### src/rtl/axi_lite_read_slave_if.sv
// AXI4-Lite read-address (AR) and read-data (R) channels between one master and one slave.
interface axi_lite_read_slave_if #(
  parameter int ADDR_W = 32,
  parameter int DATA_W = 32
);
  // Handshake (both channels): a beat transfers on a rising edge where VALID and READY are
  // both high; once VALID rises it stays high with a stable payload until that edge.
  logic [ADDR_W-1:0] ARADDR;
  logic              ARVALID;
  logic              ARREADY;
  logic [DATA_W-1:0] RDATA;
  logic [1:0]        RRESP;
  logic              RVALID;
  logic              RREADY;

  modport master (
    output ARADDR, ARVALID, RREADY,
    input  ARREADY, RDATA, RRESP, RVALID
  );

  modport slave (
    input  ARADDR, ARVALID, RREADY,
    output ARREADY, RDATA, RRESP, RVALID
  );
endinterface

### src/rtl/axi_lite_read_slave.sv
// AXI4-Lite read slave: one outstanding read, alignment/range decode, register-port timeout.
module axi_lite_read_slave #(
  parameter int ADDR_W   = 32,
  parameter int DATA_W   = 32,
  parameter int NUM_REGS = 16,
  parameter int TIMEOUT  = 15
) (
  input  logic                        ACLK,
  input  logic                        ARESETn,
  axi_lite_read_slave_if.slave        bus,
  output logic                        reg_rd,
  output logic [$clog2(NUM_REGS)-1:0] reg_addr,
  input  logic [DATA_W-1:0]           reg_rdata,
  input  logic                        reg_ack,
  output logic [1:0]                  dbg_state
);
  localparam int IDX_W = $clog2(NUM_REGS);
  localparam int CNT_W = $clog2(TIMEOUT + 1);
  localparam logic [ADDR_W-1:0] ADDR_END = ADDR_W'(NUM_REGS * 4);
  localparam logic [CNT_W-1:0]  CNT_LAST = CNT_W'(TIMEOUT - 1);

  localparam logic [1:0] RESP_OKAY   = 2'b00;
  localparam logic [1:0] RESP_SLVERR = 2'b10;
  localparam logic [1:0] RESP_DECERR = 2'b11;

  typedef enum logic [1:0] {IDLE = 2'd0, ADDR = 2'd1, FETCH = 2'd2, RESP = 2'd3} state_t;

  state_t              state_q, state_d;
  logic [1:0]          err_q, err_d;
  logic [CNT_W-1:0]    cnt_q, cnt_d;
  logic                arready_q, arready_d;
  logic                rvalid_q, rvalid_d;
  logic [DATA_W-1:0]   rdata_q, rdata_d;
  logic [1:0]          rresp_q, rresp_d;
  logic                reg_rd_q, reg_rd_d;
  logic [IDX_W-1:0]    reg_addr_q, reg_addr_d;
  logic [1:0]          ar_decode;
  logic                ar_fire, r_fire, expired;

  // Handshakes use the registered READY/VALID so nothing is accepted in the cycle after reset.
  assign ar_fire = arready_q & bus.ARVALID;
  assign r_fire  = rvalid_q & bus.RREADY;
  assign expired = (cnt_q == CNT_LAST);

  // Decoding at AR acceptance lets reg_rd be a flop that is already high during ADDR.
  always_comb begin
    ar_decode = RESP_OKAY;
    if (bus.ARADDR[1:0] != 2'b00)   ar_decode = RESP_SLVERR;
    else if (bus.ARADDR >= ADDR_END) ar_decode = RESP_DECERR;
  end

  always_ff @(posedge ACLK or negedge ARESETn) begin
    if (!ARESETn) begin
      state_q    <= IDLE;
      err_q      <= RESP_OKAY;
      cnt_q      <= '0;
      arready_q  <= 1'b0;
      rvalid_q   <= 1'b0;
      rdata_q    <= '0;
      rresp_q    <= RESP_OKAY;
      reg_rd_q   <= 1'b0;
      reg_addr_q <= '0;
    end else begin
      state_q    <= state_d;
      err_q      <= err_d;
      cnt_q      <= cnt_d;
      arready_q  <= arready_d;
      rvalid_q   <= rvalid_d;
      rdata_q    <= rdata_d;
      rresp_q    <= rresp_d;
      reg_rd_q   <= reg_rd_d;
      reg_addr_q <= reg_addr_d;
    end
  end

  always_comb begin
    state_d = state_q;
    case (state_q)
      IDLE:    if (ar_fire) state_d = ADDR;
      ADDR:    state_d = (err_q != RESP_OKAY) ? RESP : FETCH;
      FETCH:   if (reg_ack || expired) state_d = RESP;
      RESP:    if (r_fire) state_d = IDLE;
      default: state_d = IDLE;
    endcase
  end

  always_comb begin
    err_d      = err_q;
    cnt_d      = cnt_q;
    rdata_d    = rdata_q;
    rresp_d    = rresp_q;
    reg_addr_d = reg_addr_q;
    reg_rd_d   = 1'b0;
    arready_d  = (state_d == IDLE);
    rvalid_d   = (state_d == RESP);
    case (state_q)
      IDLE: begin
        if (ar_fire) begin
          err_d      = ar_decode;
          reg_addr_d = bus.ARADDR[IDX_W+1:2];
          reg_rd_d   = (ar_decode == RESP_OKAY);
        end
      end
      ADDR: begin
        cnt_d = '0;
        if (err_q != RESP_OKAY) begin
          rdata_d = '0;
          rresp_d = err_q;
        end
      end
      FETCH: begin
        cnt_d = cnt_q + 1'b1;
        // An ack in the expiry cycle still delivers data.
        if (reg_ack) begin
          rdata_d = reg_rdata;
          rresp_d = RESP_OKAY;
        end else if (expired) begin
          rdata_d = '0;
          rresp_d = RESP_SLVERR;
        end
      end
      default: ;
    endcase
  end

  assign bus.ARREADY = arready_q;
  assign bus.RVALID  = rvalid_q;
  assign bus.RDATA   = rdata_q;
  assign bus.RRESP   = rresp_q;
  assign reg_rd      = reg_rd_q;
  assign reg_addr    = reg_addr_q;
  assign dbg_state   = state_q;
endmodule

### src/flat_wrapper.sv
// flat-port wrapper written by rule: the top's interface ports become plain ports
module axi_lite_read_slave_flat 
#(
  parameter int ADDR_W   = 32,
  parameter int DATA_W   = 32,
  parameter int NUM_REGS = 16,
  parameter int TIMEOUT  = 15
)
  (ACLK, ARESETn, reg_rd, reg_addr, reg_rdata, reg_ack, dbg_state, bus_ARADDR, bus_ARVALID, bus_RREADY, bus_ARREADY, bus_RDATA, bus_RRESP, bus_RVALID);
  axi_lite_read_slave_if #(.ADDR_W(ADDR_W), .DATA_W(DATA_W)) bus_i ();
  input  logic ACLK;
  input  logic ARESETn;
  output logic reg_rd;
  output logic [$clog2(NUM_REGS)-1:0] reg_addr;
  input  logic [DATA_W-1:0] reg_rdata;
  input  logic reg_ack;
  output logic [1:0] dbg_state;
  input wire logic [$bits(bus_i.ARADDR)-1:0] bus_ARADDR;
  input wire logic [$bits(bus_i.ARVALID)-1:0] bus_ARVALID;
  input wire logic [$bits(bus_i.RREADY)-1:0] bus_RREADY;
  output wire logic [$bits(bus_i.ARREADY)-1:0] bus_ARREADY;
  output wire logic [$bits(bus_i.RDATA)-1:0] bus_RDATA;
  output wire logic [$bits(bus_i.RRESP)-1:0] bus_RRESP;
  output wire logic [$bits(bus_i.RVALID)-1:0] bus_RVALID;
  assign bus_i.ARADDR = bus_ARADDR;
  assign bus_i.ARVALID = bus_ARVALID;
  assign bus_i.RREADY = bus_RREADY;
  assign bus_ARREADY = bus_i.ARREADY;
  assign bus_RDATA = bus_i.RDATA;
  assign bus_RRESP = bus_i.RRESP;
  assign bus_RVALID = bus_i.RVALID;
  axi_lite_read_slave #(.ADDR_W(ADDR_W), .DATA_W(DATA_W), .NUM_REGS(NUM_REGS), .TIMEOUT(TIMEOUT)) u_core (.ACLK(ACLK), .ARESETn(ARESETn), .bus(bus_i), .reg_rd(reg_rd), .reg_addr(reg_addr), .reg_rdata(reg_rdata), .reg_ack(reg_ack), .dbg_state(dbg_state));
endmodule
### config.mk
export PLATFORM = sky130hd
export DESIGN_NAME = axi_lite_read_slave_flat
export DESIGN_NICKNAME = d
export VERILOG_FILES = /design/src/rtl/axi_lite_read_slave_if.sv /design/src/rtl/axi_lite_read_slave.sv /design/src/flat_wrapper.sv
export SDC_FILE = /design/constraint.sdc
export NUM_CORES = 1
export LEC_CHECK = 0
export CORE_MARGIN = 4
export CORE_UTILIZATION = 36
export DETAILED_ROUTE_END_ITERATION = 7
export PLACE_DENSITY = 0.75
export SYNTH_ARGS = -nofsm -noshare
export SYNTH_HDL_FRONTEND = slang
export SYNTH_SLANG_ARGS = --single-unit
### constraint.sdc
create_clock -name ACLK -period 1.84 [get_ports ACLK]
set_clock_uncertainty 0.1 [all_clocks]
set_input_delay 0.184 -clock ACLK [delete_from_list [all_inputs] [get_ports ACLK]]
set_output_delay 0.184 -clock ACLK [all_outputs]
set_load 0.02 [all_outputs]
# ---- After elaboration in Yosys (flattened, before gate mapping)
# Cells that the tools add are included.
# W data, S select, Z words.
dict set report totals {
  output_inout_bits 43
  ff_bits 49
  in_bits 69
  wordCells 47
}
dict set report classes {
  n_bitwise 2
  mux 18
  reduce_logical 9
  n_lt_le_gt_ge 1
  add_sub_neg 1
  eq_ne 7
}
# operator n
set ops {}
lappend ops {{$mux W32} 3}
lappend ops {{$pmux W32 S2} 1}
lappend ops {{$ge A32 B7 Y1 const B} 1}
lappend ops {{$mux W2} 8}
lappend ops {{$pmux W2 S4} 1}
lappend ops {{$pmux W4 S2} 1}
lappend ops {{$eq A2 B2 Y1 const B} 3}
lappend ops {{$logic_not A2 Y1} 3}
lappend ops {{$reduce_bool A2 Y1} 3}
lappend ops {{$add A4 B1 Y4 const B} 1}
lappend ops {{$eq A4 B4 Y1 const B} 1}
lappend ops {{$pmux W2 S2} 1}
lappend ops {{$mux W1} 3}
lappend ops {{$ne A3 B2 Y1 const B} 1}
lappend ops {{$reduce_and A3 Y1} 1}
lappend ops {{$and A1 B1 Y1} 2}
lappend ops {{$eq A2 B1 Y1 const B} 1}
lappend ops {{$ne A2 B1 Y1 const B} 1}
lappend ops {{$reduce_and A2 Y1} 1}
lappend ops {{$logic_or A1 B1 Y1} 1}

# ---- Longest topological paths before layout
# Gate-level depths: netlist of the first run.
dict set report depth {
  word_depth 6
  ltp_mapped 9
  mapped_depth_nobuf 6
}

# ---- Worst setup path after synthesis of the first run
# No wires, ideal clock.
dict set report synth_path {
  path_type {register -> register}
  start {register u_core.state_q[0] (netlist: u_core.dbg_state[0])}
  end {register u_core.rresp_q[1] (netlist: u_core.bus.RRESP[1])}
  path_buffers 3
  arrival_time_ps 1647
  synth_period_minus_slack_ps 1870
  path_stages_with_launch 9
  setup_time_ps 122
  required_time_ps 1618
  setup_slack_ps -30
  path_cell_list {dfrtp_1 -> inv_1 -> ha_1 -> buf_4 -> a211o_1 -> buf_6 -> buf_6 -> nand2_1 -> o31ai_2}
}
dict set report synth_between {
  elab_chain_cells 3
  word_cells_on_any_way 7
  cone_classes {eq/ne: 4; mux: 1; reduce/logical: 2}
}
# item line_no
set synth_lines {}
lappend synth_lines {{start: declaration} axi_lite_read_slave.sv:28} ;# state_t state_q, state_d;
lappend synth_lines {{start signal: assignment} axi_lite_read_slave.sv:64} ;# state_q <= state_d;
lappend synth_lines {{$eq A2 B2 Y1 / $eq A2 B1 Y1 (equally long branches)} axi_lite_read_slave.sv:96} ;# case (state_q)
lappend synth_lines {{$ne A3 B2 Y1 (no source line) (tied with other cells)} -}
lappend synth_lines {{$reduce_and A3 Y1 (no source line)} -}
lappend synth_lines {{end signal: assignment} axi_lite_read_slave.sv:70} ;# rresp_q <= rresp_d;
lappend synth_lines {{end: declaration} axi_lite_read_slave.sv:34} ;# logic [1:0] rresp_q, rresp_d;
# Parallel ways exist; a longest one is shown, timed or not.
# A chain may end at the register's enable or synchronous reset.

# ---- Worst setup path after layout of the first run
dict set report layout_path {
  start {register u_core.state_q[0] (netlist: u_core.dbg_state[0])}
  end {register u_core.rdata_q[17] (netlist: u_core.bus.RDATA[17])}
}
dict set report layout_between {
  elab_chain_cells 3
  word_cells_on_any_way 7
  cone_classes {eq/ne: 4; mux: 1; reduce/logical: 2}
}
# item line_no
set layout_lines {}
lappend layout_lines {{$eq A2 B2 Y1 / $eq A2 B1 Y1 (equally long branches)} axi_lite_read_slave.sv:96}
lappend layout_lines {{$ne A3 B2 Y1 (no source line) (tied with other cells)} -}
lappend layout_lines {{$reduce_and A3 Y1 (no source line)} -}
lappend layout_lines {{end signal: assignment} axi_lite_read_slave.sv:69} ;# rdata_q <= rdata_d;
lappend layout_lines {{end: declaration} axi_lite_read_slave.sv:33} ;# logic [DATA_W-1:0] rdata_q, rdata_d;
# Parallel ways exist; a longest one is shown, timed or not.

==> results of run 1 <==
-- Yosys cell counts (all sizes together) (2+ instances only) --
library cell,instances
buf,9
clkbuf,3
ha,6
inv,6
o21ai,40
nand3b,3
nor4,6
nor3b,2
dfrtp,49
nand3,4
nor2,5
mux2,4
and2,4
nand2,71
a31oi,2
-- critical path, cell delays in order, from the launching register on --
cell	delay (ns)
dfrtp_2	0.46
ha_1	0.25
nor3b_1	0.16
a211o_4	0.36
buf_12	0.17
nand2_1	0.07
o21ai_1	0.06
-- layer usage --
metal	vias up	wire [um]	global-route usage (%)
li1	982	-	-
met1	859	2360	17.9
met2	85	2730	25.8
met3	12	569	6.24
met4	0	114	4.75
met5	-	0	0
-- flip-flops by register name, indices dropped and copies added, names as in the netlist --
name and cells:
u_core.cnt_q 4, u_core.reg_rd 1, u_core.bus.ARREADY 1, u_core.bus.RRESP 2
u_core.dbg_state 2, u_core.bus.RVALID 1, u_core.bus.RDATA 32, u_core.reg_addr 4
u_core.err_q 2
-- cell families after synthesis --
logic type	count (synthesis)	synth area share, %
muxes	4	2.08
DFF	49	56.7
and+or+nand+nor	98	19.9
adders and majority gates	6	3.47
AOI/OAI and AO/OA	50	12.9
buffers and inverters	18	4.92
-- metrics by stage --
stage | util (%) | cell area, sq um | instances
after floorplan | - | 2160 | 225
after global placement | 59.3 | 3370 | 403
after detailed placement | 59.3 | 3370 | 403
after CTS | 60.8 | 3450 | 410
after global routing | 62.1 | 3520 | 413
final | 62.1 | 3520 | 413
-- final cells by class --
type	count	area share [%]
multi-input combinational	158	24.5
sequential	49	34.8
tap	72	2.56
timing repair buffer	122	35.4
clock buffer	5	1.95
clock inverter	1	0.142
inverter	6	0.639
-- worst min-delay path by stage --
stage | startpoint | end | slack [ns] | depth (start not counted)
floorplan | ARESETn | u_core.bus.ARREADY | -0.21 | 0
global placement | ARESETn | u_core.cnt_q[2] | 0.09 | 2
detailed placement | ARESETn | u_core.cnt_q[2] | 0.08 | 2
CTS | ARESETn | u_core.cnt_q[2] | 0.30 | 3
global route | reg_rdata[6] | u_core.bus.RDATA[6] | 0.30 | 3
finish | ARESETn | u_core.cnt_q[2] | 0.29 | 3
-- timing repair --
action	CTS	global route
gates resized for setup	0	11
hold endpoints to repair	49	0
setup buffers	0	2
endpoints found under the setup margin	0	35
hold buffers	1	0
-- power groups by stage --
stage | clock network [W] | registers (W) | logic [W]
floorplan | 0 | 0.00216 | 0.00111
global placement | 0 | 0.00173 | 0.00265
detailed placement | 0 | 0.00175 | 0.00271
CTS | 0.000594 | 0.00173 | 0.00271
global route | 0.000648 | 0.00179 | 0.00309
finish | 0.000574 | 0.00173 | 0.00285
==> impl_metrics.env, run 1 <==
export IMPL_result_of_the_run="finished, final reports clean"
export IMPL_gp_routability_congestion=0.735
export IMPL_final_period_utilization_pct=95.6
export IMPL_worst_setup_margin_ns=0.0818
export IMPL_cts_root_buffer="clkbuf_8"
export IMPL_cts_buffers=5
export IMPL_endpoint_kind="register"
export IMPL_worst_path_max_fanout=32
export IMPL_synthDominantCellAreaShare_pct=56.7
export IMPL_max_freq_mhz=569
export IMPL_floorplan_initialDensity_pct=38.1
export IMPL_worstReg2RegEnd="u_core.bus.RDATA[17]"
export IMPL_leakagePower_nw=1.44
export IMPL_final_hold_worst_slack_ns=0.291
export IMPL_maxCapViolations=0
export IMPL_dpl_hpwl_um=4400
export IMPL_route_detailed_vias_per_inst=4.69
export IMPL_final_slew_violations=0
export IMPL_arrival_ns=1.83
export IMPL_dr_first_iter_drc_count=53
export IMPL_drt_wirelength_per_cell_um=14.0
export IMPL_drive_gt1_share_pct=9.38
export IMPL_p_comb_share_pct=55.4
export IMPL_ir_worst_vdd_mv=0.689
export IMPL_n_fill_cell=484
export IMPL_detail_route_drc_violations=0
export IMPL_place_port_buffers=111
export IMPL_p_per_area_nw_per_um2=1460
export IMPL_buffer_levels_on_the_longest_clock_path=2
export IMPL_placement_rows=27
export IMPL_post_synth_inst_count=225
export IMPL_min_delay_path_class="in2async"
export IMPL_p_total_w=0.00516
export IMPL_synth_cell_area_sq_um=2160
export IMPL_hold_viol_final=0
export IMPL_critical_path_class="reg2reg"
export IMPL_design_portCount=112
export IMPL_clk_pin_slew_ns=0.08
export IMPL_timing_setup_tns_ns=0
export IMPL_max_slew_worst_pin_slew_ns=0.360
export IMPL_final_net_count=417
export IMPL_rr_startpoint="u_core.dbg_state[0]"
export IMPL_antenna_left=0
export IMPL_detail_route_first_pass_iterations=4
export IMPL_diodes=0
export IMPL_core_ar_sq_um=5680
export IMPL_r2r_setup_slack_ns=0.08
export IMPL_power_share_switching_pct=40.2
export IMPL_final_routed_wirelength_um=5780
export IMPL_crit_path_start="u_core.dbg_state[0]"
export IMPL_seqCellArea_sq_um=1230
export IMPL_yosys_warnings=0
export IMPL_synth_top_cells_by_area="dfrtp_1 57%, nand2_1 12%, o21ai_1 6.5%, ha_1 3.5%, o21ai_0 2.8%"
export IMPL_relSlewSlack_pct=76.0
export IMPL_worst_endpoint_required_ns=1.92
export IMPL_postSynth_topFlopCell="dfrtp_1"
export IMPL_power_net_switching_w=0.00207
export IMPL_chipWidth_um=85.5
export IMPL_layout_commonest_cell="clkdlybuf4s50_1"
export IMPL_total_global_routing_track_utilization_pct=15.3
export IMPL_setup_violations_final=0
export IMPL_global_route_overflow_total=0
export IMPL_grt_pass1_vias=1990
export IMPL_critical_path_endpoint="u_core.bus.RDATA[17]"
export IMPL_tritoncts_num_sinks=49
export IMPL_largest_net_degree_at_the_start_of_global_routing=34
export IMPL_p_int_w=0.00308
export IMPL_synth_top_area_cell="dfrtp_1"
export IMPL_global_route_wire_length_before_repair_um=8950
export IMPL_post_synth_cell_area_avg_sq_um=9.61
export IMPL_die_area_sq_um=7310
export IMPL_final_cell_mix="110 x clkdlybuf4s50_1, 71 x nand2_1, 48 x dfrtp_1"
export IMPL_detailroute_via_count=1938
export IMPL_synth_enable_flop_cells=0
export IMPL_tritoncts_clock_tree="built"
export IMPL_power_frac_clock_pct=11.1
export IMPL_antenna_found_initial=0
export IMPL_synth_nets=300
export IMPL_h_tree_depth=2
export IMPL_floorplan_die_height_um=85.5
export IMPL_postSynthRegisterBits=49
export IMPL_time_the_worst_path_needs_with_i_o_delays_and_setup_ns=1.76
export IMPL_areaGrowthSynthToFinish_pct=63.0
export IMPL_synth_async_sr_flop_share_pct=100
export IMPL_yosysUniqueCellTypes=30
export IMPL_power_sequential_fraction_pct=33.5
export IMPL_startpoint_type="register"
export IMPL_share_of_synthesized_area_occupied_by_flip_flops_and_latches_pct=56.7
export IMPL_multi_input_area_sq_um=865
export IMPL_dp_worst_setup_slack_ns=0.0249
export IMPL_timing_reg2reg_worst_path_depth=6
export IMPL_clock_insertion_delay_at_the_later_pin_of_the_skew_report_ns=0.29
(Power assumes the default switching activity.)
==> inputs of run 2 (changes only) <==
- TNS_END_PERCENT: unset -> 1
==> impl_metrics.env, run 2 (synthesized netlist as in run 1, its figures left out) <==
export IMPL_h_tree_depth=2
export IMPL_clk_pin_slew_ns=0.08
export IMPL_design_portCount=112
export IMPL_relSlewSlack_pct=68.9
export IMPL_dpl_hpwl_um=4400
export IMPL_endpoint_kind="register"
export IMPL_drive_gt1_share_pct=8.53
export IMPL_detailroute_via_count=1944
export IMPL_grt_setup_unrepaired="true"
export IMPL_tritoncts_clock_tree="built"
export IMPL_ir_worst_vdd_mv=0.650
export IMPL_time_the_worst_path_needs_with_i_o_delays_and_setup_ns=1.81
export IMPL_grt_pass1_vias=1990
export IMPL_chipWidth_um=85.5
export IMPL_p_per_area_nw_per_um2=1450
export IMPL_cts_buffers=5
export IMPL_placement_rows=27
export IMPL_startpoint_type="register"
export IMPL_die_area_sq_um=7310
export IMPL_hold_viol_final=0
export IMPL_leakagePower_nw=1.43
export IMPL_areaGrowthSynthToFinish_pct=62.0
export IMPL_largest_register_ff_count=32
export IMPL_route_detailed_vias_per_inst=4.72
export IMPL_largest_net_degree_at_the_start_of_global_routing=34
export IMPL_floorplan_initialDensity_pct=38.1
export IMPL_arrival_ns=1.89
export IMPL_dr_first_iter_drc_count=47
export IMPL_final_net_count=416
export IMPL_final_routed_wirelength_um=5760
export IMPL_antenna_left=0
export IMPL_final_period_utilization_pct=98.4
export IMPL_clock_insertion_delay_at_the_later_pin_of_the_skew_report_ns=0.29
export IMPL_maxCapViolations=0
export IMPL_diodes=0
export IMPL_cp_num_buf_inv=1
export IMPL_placedInstanceArea_sq_um=3370
export IMPL_setup_violations_final=0
export IMPL_worst_path_max_fanout=3
export IMPL_core_ar_sq_um=5680
export IMPL_final_cell_mix="110 x clkdlybuf4s50_1, 71 x nand2_1, 48 x dfrtp_1"
export IMPL_critical_path_class="reg2reg"
export IMPL_global_route_overflow_total=0
export IMPL_timing_critical_path_max_delay_family="simple AND/OR/NAND/NOR gates"
export IMPL_r2r_setup_slack_ns=0.03
export IMPL_final_slew_violations=0
export IMPL_cts_root_buffer="clkbuf_8"
export IMPL_buffer_levels_on_the_longest_clock_path=2
export IMPL_critical_path_cell_chain="inv_2, ha_1, a31oi_1, nor4b_1, a311oi_2, and2_1"
export IMPL_tritoncts_num_sinks=49
export IMPL_n_fill_cell=488
export IMPL_detail_route_first_pass_iterations=2
export IMPL_detail_route_drc_violations=0
export IMPL_global_route_wire_length_before_repair_um=8950
export IMPL_floorplan_die_height_um=85.5
export IMPL_max_slew_worst_pin_slew_ns=0.466
export IMPL_drt_wirelength_per_cell_um=14.0
export IMPL_antenna_found_initial=0
export IMPL_total_global_routing_track_utilization_pct=15.3
export IMPL_place_port_buffers=111
export IMPL_max_freq_mhz=553
export IMPL_p_total_w=0.00509
export IMPL_worst_path_largest_cell_delay_ns=0.40
export IMPL_final_instance_area_sq_um=3500
export IMPL_gp_routability_congestion=0.735
export IMPL_worst_endpoint_required_ns=1.92
export IMPL_result_of_the_run="finished, final reports clean"
export IMPL_layout_commonest_cell="clkdlybuf4s50_1"
export IMPL_min_delay_path_class="in2async"
export IMPL_crit_path_top_delay_cell="dfrtp_1"
==> run 2: cell count changes in the layout (fill, tap and decap cells not counted), sizes merged <==
cell	change
buf	-1
==> run 2: metrics by stage <==
| stage | utilization [%] | setup slack (ns) | hold WS, ns | std cells | TNS, ns |
|---|---|---|---|---|---|
| finish | 61.7 | 0.0301 | 0.292 | 412 | 0 |
| CTS | 60.8 | 0.0191 | 0.305 | 410 | 0 |
| global placement | 59.3 | 0.0819 | 0.0918 | 403 | 0 |
| detailed placement | 59.3 | 0.0249 | 0.0822 | 403 | 0 |
| global route | 61.7 | -0.0438 | 0.303 | 412 | -0.119 |
| floorplan | - | 0.0313 | -0.212 | 225 | 0 |
==> run 2: repair_timing <==
item | 4_1_cts | 5_1_grt
gates resized for setup | 0 | 8
hold endpoints to repair | 49 | 0
setup endpoints to repair | 0 | 35
hold buffers | 1 | 0
buffers inserted | 0 | 1
==> run 2: final timing paths <==
kind,cells past startpoint,start,end
worst max-delay path,6,u_core.cnt_q[0],u_core.bus.RVALID
min in group ACLK,3,reg_rdata[2],u_core.bus.RDATA[2]
worst max register to register,6,u_core.cnt_q[0],u_core.bus.RVALID
worst min-delay path,3,ARESETn,u_core.cnt_q[2]
worst min register to register,2,u_core.bus.RDATA[27],u_core.bus.RDATA[27]
max in group asynchronous,3,ARESETn,u_core.bus.RDATA[16]
==> run 2: final cells by class <==
type	count	area (sq um)	area share, %
clock buffers	5	68.8	1.96
repair buffers	121	1240	35.4
inverters	6	22.5	0.643
well taps	72	90.1	2.57
flip-flops and latches	49	1230	35.0
clock inverters	1	5.00	0.143
multi-input cells	158	850	24.3
==> run 2: per-layer routing <==
layer | global-route usage [%] | part of all wire [%]
met1 | 17.9 | 41
met2 | 25.8 | 47
met3 | 6.24 | 9.9
met4 | 4.75 | 2.0
met5 | 0 | 0
==> run 2: where the power goes <==
group | internal, W | switching, W | total, W
Clock | 0.000251 | 0.000322 | 0.000572
Combinational | 0.00131 | 0.00148 | 0.00279
Sequential | 0.00147 | 0.000253 | 0.00173
==> run 2: tightest hold or removal path: cells and delay by family <==
kind | cells | cell delay [ns]
buf+inv | 3 | 0.90
